===== src/rtl/fir_sched_ctrl.sv =====
`default_nettype none
// +--------------------------------------------------------------------------+
// | fir_sched_ctrl: loads FIR core taps from a local coefficient file, then  |
// | issues host samples one at a time and returns the core results.          |
// | Option macro: FIR_SCHED_OVF_SAT_EN (saturate r_data on core overflow).   |
// | Revision: 1.0                                                            |
// +--------------------------------------------------------------------------+
module fir_sched_ctrl #(
  parameter int MAX_TAPS = 16,
  parameter int CFG_GAP  = 2,
  parameter int TIMEOUT  = 255
) (
  input  logic                        clk,
  input  logic                        rst_n,
  input  logic                        coef_we,
  input  logic [$clog2(MAX_TAPS)-1:0] coef_addr,
  input  logic [7:0]                  coef_wdata,
  input  logic                        cfg_start,
  input  logic [$clog2(MAX_TAPS)-1:0] taps_m1,
  input  logic                        s_valid,
  output logic                        s_ready,
  input  logic [7:0]                  s_data,
  output logic                        r_valid,
  input  logic                        r_ready,
  output logic [7:0]                  r_data,
  output logic [1:0]                  r_ovf,
  output logic                        configured,
  output logic                        busy,
  output logic                        err_timeout,
  output logic [7:0]                  fir_data_in,
  output logic                        fir_enable,
  output logic                        fir_configuration,
  output logic                        fir_config_data_enable,
  input  logic [7:0]                  fir_data_out,
  input  logic [1:0]                  fir_overflow_flag,
  input  logic                        fir_done
);

  localparam int AW = $clog2(MAX_TAPS);
  localparam int TW = $clog2(TIMEOUT + 1);
  localparam int GW = $clog2(CFG_GAP + 1);
  localparam int CW = (TW > GW) ? TW : GW;

  typedef enum logic [3:0] {
    S_IDLE,
    S_READY,
    S_CFG_SETUP,
    S_CFG_COUNT,
    S_CFG_COEF,
    S_CFG_EXIT,
    S_ISSUE,
    S_WAIT_DONE,
    S_HOLD,
    S_GAP
  } state_t;

  state_t        r_state;
  state_t        w_next;
  logic [CW-1:0] r_cnt;
  logic [AW-1:0] r_idx;
  logic [AW-1:0] r_taps;
  logic [7:0]    r_sample;
  logic [7:0]    r_res_data;
  logic [1:0]    r_res_flag;
  logic          r_configured;
  logic          r_err;
  logic [7:0]    r_coef [MAX_TAPS];

  logic          w_in_cfg;
  logic          w_cfg_accept;
  logic          w_gap_last;
  logic          w_to_last;
  logic          w_coef_last;
  logic [7:0]    w_cap_data;

  assign w_in_cfg     = (r_state == S_CFG_SETUP) || (r_state == S_CFG_COUNT) ||
                        (r_state == S_CFG_COEF)  || (r_state == S_CFG_EXIT);
  assign w_cfg_accept = cfg_start && ((r_state == S_IDLE) || (r_state == S_READY));
  assign w_gap_last   = (r_cnt == CW'(CFG_GAP - 1));
  assign w_to_last    = (r_cnt == CW'(TIMEOUT - 1));
  assign w_coef_last  = (r_idx == r_taps);

`ifdef FIR_SCHED_OVF_SAT_EN
  always_comb begin
    w_cap_data = fir_data_out;
    if (fir_overflow_flag == 2'b01) begin
      w_cap_data = 8'h7F;
    end else if (fir_overflow_flag == 2'b10) begin
      w_cap_data = 8'h80;
    end
  end
`else
  assign w_cap_data = fir_data_out;
`endif

  always_ff @(posedge clk) begin
    if (!rst_n) begin
      r_state <= S_IDLE;
    end else begin
      r_state <= w_next;
    end
  end

  always_comb begin
    w_next                 = r_state;
    s_ready                = 1'b0;
    fir_enable             = 1'b0;
    fir_configuration      = 1'b0;
    fir_config_data_enable = 1'b0;
    fir_data_in            = 8'h00;
    unique case (r_state)
      S_IDLE: begin
        if (cfg_start) w_next = S_CFG_SETUP;
      end
      S_READY: begin
        // A same-cycle cfg_start wins, so the sample must not be acknowledged.
        s_ready = !cfg_start;
        if (cfg_start) begin
          w_next = S_CFG_SETUP;
        end else if (s_valid) begin
          w_next = S_ISSUE;
        end
      end
      S_CFG_SETUP: begin
        fir_configuration = 1'b1;
        if (w_gap_last) w_next = S_CFG_COUNT;
      end
      S_CFG_COUNT: begin
        fir_configuration      = 1'b1;
        fir_config_data_enable = 1'b1;
        fir_data_in            = 8'(r_taps);
        w_next                 = S_CFG_COEF;
      end
      S_CFG_COEF: begin
        fir_configuration      = 1'b1;
        fir_config_data_enable = 1'b1;
        fir_data_in            = r_coef[r_idx];
        if (w_coef_last) w_next = S_CFG_EXIT;
      end
      S_CFG_EXIT: begin
        fir_configuration = 1'b1;
        if (w_gap_last) w_next = S_READY;
      end
      S_ISSUE: begin
        fir_enable  = 1'b1;
        fir_data_in = r_sample;
        w_next      = S_WAIT_DONE;
      end
      S_WAIT_DONE: begin
        if (fir_done) begin
          w_next = S_HOLD;
        end else if (w_to_last) begin
          w_next = S_IDLE;
        end
      end
      S_HOLD: begin
        if (r_ready) w_next = S_GAP;
      end
      S_GAP: begin
        w_next = S_READY;
      end
      default: begin
        w_next = S_IDLE;
      end
    endcase
  end

  // r_cnt counts cycles spent in the current state; it restarts on every transition.
  always_ff @(posedge clk) begin
    if (!rst_n) begin
      r_cnt        <= '0;
      r_idx        <= '0;
      r_taps       <= '0;
      r_sample     <= 8'h00;
      r_res_data   <= 8'h00;
      r_res_flag   <= 2'b00;
      r_configured <= 1'b0;
      r_err        <= 1'b0;
    end else begin
      r_cnt <= (w_next != r_state) ? '0 : r_cnt + 1'b1;
      r_idx <= (r_state == S_CFG_COEF) ? r_idx + 1'b1 : '0;
      if (w_cfg_accept) begin
        r_taps       <= taps_m1;
        r_err        <= 1'b0;
        r_configured <= 1'b0;
      end
      if ((r_state == S_CFG_EXIT) && w_gap_last) begin
        r_configured <= 1'b1;
      end
      if ((r_state == S_READY) && s_valid && s_ready) begin
        r_sample <= s_data;
      end
      if (r_state == S_WAIT_DONE) begin
        if (fir_done) begin
          r_res_data <= w_cap_data;
          r_res_flag <= fir_overflow_flag;
        end else if (w_to_last) begin
          r_err        <= 1'b1;
          r_configured <= 1'b0;
        end
      end
    end
  end

  // Register file is deliberately left unreset; writes are frozen while loading the core.
  always_ff @(posedge clk) begin
    if (coef_we && !w_in_cfg) begin
      r_coef[coef_addr] <= coef_wdata;
    end
  end

  assign r_valid     = (r_state == S_HOLD);
  assign busy        = (r_state != S_IDLE) && (r_state != S_READY);
  assign configured  = r_configured;
  assign err_timeout = r_err;
  assign r_data      = r_res_data;
  assign r_ovf       = r_res_flag;

endmodule
`default_nettype wire

===== config.mk =====
export PLATFORM = sky130hd
export DESIGN_NAME = fir_sched_ctrl
export DESIGN_NICKNAME = d
export VERILOG_FILES = /design/src/rtl/fir_sched_ctrl.sv
export SDC_FILE = /design/constraint.sdc
export NUM_CORES = 1
export LEC_CHECK = 0
export BUFFER_PORTS_ARGS = -buffer_cell sky130_fd_sc_hd__buf_2
export CORE_UTILIZATION = 30
export CTS_CLUSTER_DIAMETER = 60
export DETAILED_ROUTE_END_ITERATION = 7
export GPL_TIMING_DRIVEN = 1
export PLACE_DENSITY_LB_ADDON = 0.25
export SETUP_SLACK_MARGIN = 0.4
export SLEW_MARGIN = 5
export SYNTH_ARGS = -nofsm -noshare
export SYNTH_HDL_FRONTEND = slang
export SYNTH_SLANG_ARGS = --single-unit

===== constraint.sdc =====
create_clock -name clk -period 5.4 [get_ports clk]
set_clock_uncertainty 0.15 [all_clocks]
set_input_delay 0.27 -clock clk [delete_from_list [all_inputs] [get_ports clk]]
set_output_delay 0.27 -clock clk [all_outputs]
set_load 0.01 [all_outputs]

==> summary.md <==
| Metric | Value |
|---|---|
| Vias per cell | 4.97 |
| Routed wire per std cell | 19.7 um |
| Final wirelength | 16,300 um |
| Post-Syn Area per Cell | 16.0 um2 |
| Status | finished, final reports clean |
| Number of global-route vias before repair | 4,150 |
| Crit share post-route | a little under 70% |
| Cells after Synth | 437 |
| Global-route wire length before repair | 24,600 um |
| Library cells used by synthesis | 46 |
| Total power | 2.78 mW |
| Initial Util | between 30% and 40% |
| Max-slew violation count | 0 |
| H-tree depth | 4 |
| Post-route DRC violation count | 0 |
| Number of synthesized register bits | 168 |
| Vias | 4,118 |
| Max clock buf depth | 2 |
| Die area | 0.0239 mm2 |
| Slew headroom | between 15 and 20% |
| Row cnt | 55 |
| Postcts setup bufs | 0 |
| Multi-input logic area | 0.00215 mm2 |
| GRT Util Overall | 14.1% |
| R2R setup slack | 2.38 ns |
| Worst EP arrival | 3.27 ns |
| Internal power | approximately 2.1 mW |
| Antenna Cells | 0 |
| Core Area | 0.0227 mm2 |
| Height of the chip | 155 um |
| P_sw | 0.691 mW |
| Crit Path Category | reg -> out |
| CTS clk-pin slew, worst paths | about 0.07 ns |
| FILL cells | 2,126 |
| Final antenna-violating net count | 0 |
| CP required | 4.98 ns |
| Final Wtd Congestion | 0.775 |
| Post-DP HPWL | 10,900 um |
| Clk_lat worst skew | ~0.43 ns |
| Sequential share of the synthesized area | 66.5% |
| Most used DFF post-synth | edfxtp_1 |
| Share of layout cells above drive strength 1 | 26.3% |
| CP Launch Point | r_idx[0]$_SDFF_PN0_ |
| Hold Violations, Final | 0 |
| # IOs | 67 |
| DIE WIDTH | 155 um |
| Final setup vio count | 0 |
| Root Buffer | clkbuf_16 |
| Worst hold path class | in -> reg |
| Num CTS Buffers | 17 |
| CP Max Fanout | 20 |
| Worst r2r src | r_state[2]$_SDFF_PN0_ |
| Post-synth EDFFs | between 100 and 150 |
| CTS sink cnt | 168 |
| VDD IR max | 0.209 mV |
| Syn nets | 482 |
| GRT overflow | 0 |
| Switch share | around 25% |
| Critical Path End Type | output port |
| Nets | 575 |
| Synth async-reset ratio | 0% |
| Critical Path Sink | fir_data_in[1] |
| Post-route setup TNS | 0 ns |
| Unrepaired setup endpoints after global routing | no |
| Least-Margin Pin Slew | 1.20 ns |
| Yosys warnings | 0 |
| Maxcap violations | 0 |
| Synth Cell Area | 0.00698 mm2 |
| Initial antenna violation count | 0 |
| Combinational power share | 5.2% |
| P&R area growth vs syn | 19.9% |
| Fmax | 0.271 GHz |
| Period minus WS final | 3.69 ns |
| CP Launch Type | flop |
| Pin count of the biggest net entering global routing | 36 |
| Static Leakage | roughly 2.9 nW |
| PD cells | roughly 330 mW/mm2 |
| R2r endpoint | r_coef[0][2]$_DFFE_PP_ |
| Drt pass-1 iters | 5 |
| IO buf count | 66 |
| CTS tree | done |
| Sequential share of power | 51.3% |
| Worst R2R Path Depth | 4 |
| Clock share of power | 43.6% |
| Storage cell area | 0.00465 mm2 |
| Initial drt markers | 398 |
| Fin util | between 30% and 40% |
placed cells by master (no fill, tap or decap), types with 2 or more instances in the layout:
cell type | synthesis | routed
nor3_1 | 16 | 12
clkinvlp_4 | 0 | 2
mux4_1 | 10 | 10
mux4_2 | 30 | 30
edfxtp_1 | 128 | 128
xnor2_1 | 7 | 7
or3_1 | 2 | 2
ha_1 | 4 | 4
buf_2 | 2 | 66
buf_4 | 2 | 7
clkbuf_16 | 0 | 17
nor4_1 | 3 | 3
a21oi_1 | 2 | 2
inv_1 | 8 | 8
xor2_1 | 8 | 8
o21ai_0 | 2 | 2
nand2b_1 | 4 | 4
nand3_1 | 19 | 19
nor2b_1 | 3 | 3
dfxtp_1 | 40 | 39
a22o_1 | 4 | 4
clkinv_8 | 0 | 3
nor4b_1 | 2 | 2
a21boi_0 | 23 | 23
nor2_1 | 24 | 24
or4bb_1 | 2 | 2
a222oi_1 | 4 | 4
dlygate4sd3_1 | 0 | 22
nand2_1 | 50 | 50
inv_8 | 0 | 7
o211ai_1 | 2 | 2
o21a_1 | 2 | 2
and3_1 | 3 | 3
inv_6 | 0 | 2
nor3_2 | 0 | 4
what timing repair did:
| action | CTS | global route |
|---|---|---|
| hold endpoints to repair | 22 | 0 |
| hold buffers | 22 | 0 |
| gates resized for setup | 0 | 0 |
| endpoints found under the setup margin | 0 | 0 |
critical path, cell delays in order, from the launching register on:
cell,delay (ns)
dfxtp_2,0.69
buf_4,0.44
mux4_1,0.63
mux4_2,0.48
a222oi_1,0.34
inv_1,0.08
buf_2,0.15
final cells by class:
cell class / instances / area share, %
clock inverters: 15 / 2.02
flip-flops and latches: 168 / 55.5
repair buffers: 95 / 7.20
inverters: 8 / 0.358
clock buffers: 17 / 5.08
multi-input cells: 240 / 25.6
well taps: 285 / 4.26
flip-flops by register name, summed over array words and instances, names as in the netlist:
name / count
r_sample: 8
configured: 1
r_ovf: 2
r_data: 8
r_state: 4
r_cnt: 8
r_taps: 4
r_idx: 4
r_coef: 128
err_timeout: 1
stage by stage:
stage                     area (um2)  hold WS [ns]  std cells  worst slack [ns]
after CTS                       8380        0.0420        828              1.63
after floorplan                 6980         0.219        437              2.98
final                           8380        0.0531        828              1.71
after global placement          7560         0.297        774              2.08
after detailed placement        7560         0.314        774              2.10
after global routing            8380        0.0553        828              1.45
cell usage after synthesis (2+ instances only):
master,instances,area (um2)
nor2_1,24,90.1
a22o_1,4,35.0
nor4_1,3,18.8
nor3_1,16,80.1
nand2_1,50,188
ha_1,4,50.1
a21boi_0,23,173
xor2_1,8,70.1
mux4_1,10,263
o21a_1,2,15.0
edfxtp_1,128,3840
o21ai_0,2,10.0
nor2b_1,3,18.8
xnor2_1,7,61.3
and3_1,3,18.8
a21oi_1,2,10.0
dfxtp_1,40,801
buf_4,2,15.0
mux4_2,30,676
or3_1,2,12.5
clkbuf_1,7,26.3
o211ai_1,2,15.0
or4bb_1,2,22.5
nand3_1,19,95.1
buf_6,5,56.3
inv_1,8,30.0
clkbuf_8,4,55.1
a222oi_1,4,40.0
buf_2,2,10.0
nor4b_1,2,17.5
nand2b_1,4,25.0
cell families (layout without fill, tap and decap cells):
logic type	count (synthesis)	after routing	synth area share, %
AO/OA/AOI/OAI	44	44	4.87
adder cells (fa/ha/maj)	4	4	0.717
multiplexers	40	40	13.4
AND/OR/NAND/NOR	136	136	9.32
flip-flops	168	168	66.5
buffers and inverters	29	135	3.05
XOR/XNOR	16	16	2.11
routing by layer:
layer / wire [um] / part of all wire [%] / GRT usage [%] / vias to the layer above
met5: 0 / 0 / 0 / -
met1: 7730 / 47 / 19.2 / 2082
met2: 7580 / 46 / 22.1 / 136
met3: 872 / 5.3 / 3.75 / 14
li1: - / - / - / 1886
met4: 152 / 0.93 / 4.20 / 0
how the worst min path moves through the flow:
stage / to / cells after the start / startpoint
finish: err_timeout$_SDFF_PN0_ / 4 / fir_done
global route: err_timeout$_SDFF_PN0_ / 4 / fir_done
floorplan: r_coef[0][0]$_DFFE_PP_ / 0 / coef_wdata[0]
detailed placement: r_ovf[1]$_SDFFE_PN0P_ / 2 / r_ovf[1]$_SDFFE_PN0P_
CTS: err_timeout$_SDFF_PN0_ / 4 / fir_done
global placement: r_data[7]$_SDFFE_PN0P_ / 2 / r_data[7]$_SDFFE_PN0P_
power groups by stage:
stage | combinational [mW] | clock [mW] | sequential [mW]
3_3_place_gp | 0.130 | 0 | 1.46
5_1_grt | 0.159 | 1.28 | 1.43
3_5_place_dp | 0.132 | 0 | 1.46
6_report | 0.144 | 1.21 | 1.43
2_1_floorplan | 0.0835 | 0 | 1.45
4_1_cts | 0.145 | 1.23 | 1.43
Power figures use the tool's default switching activity.
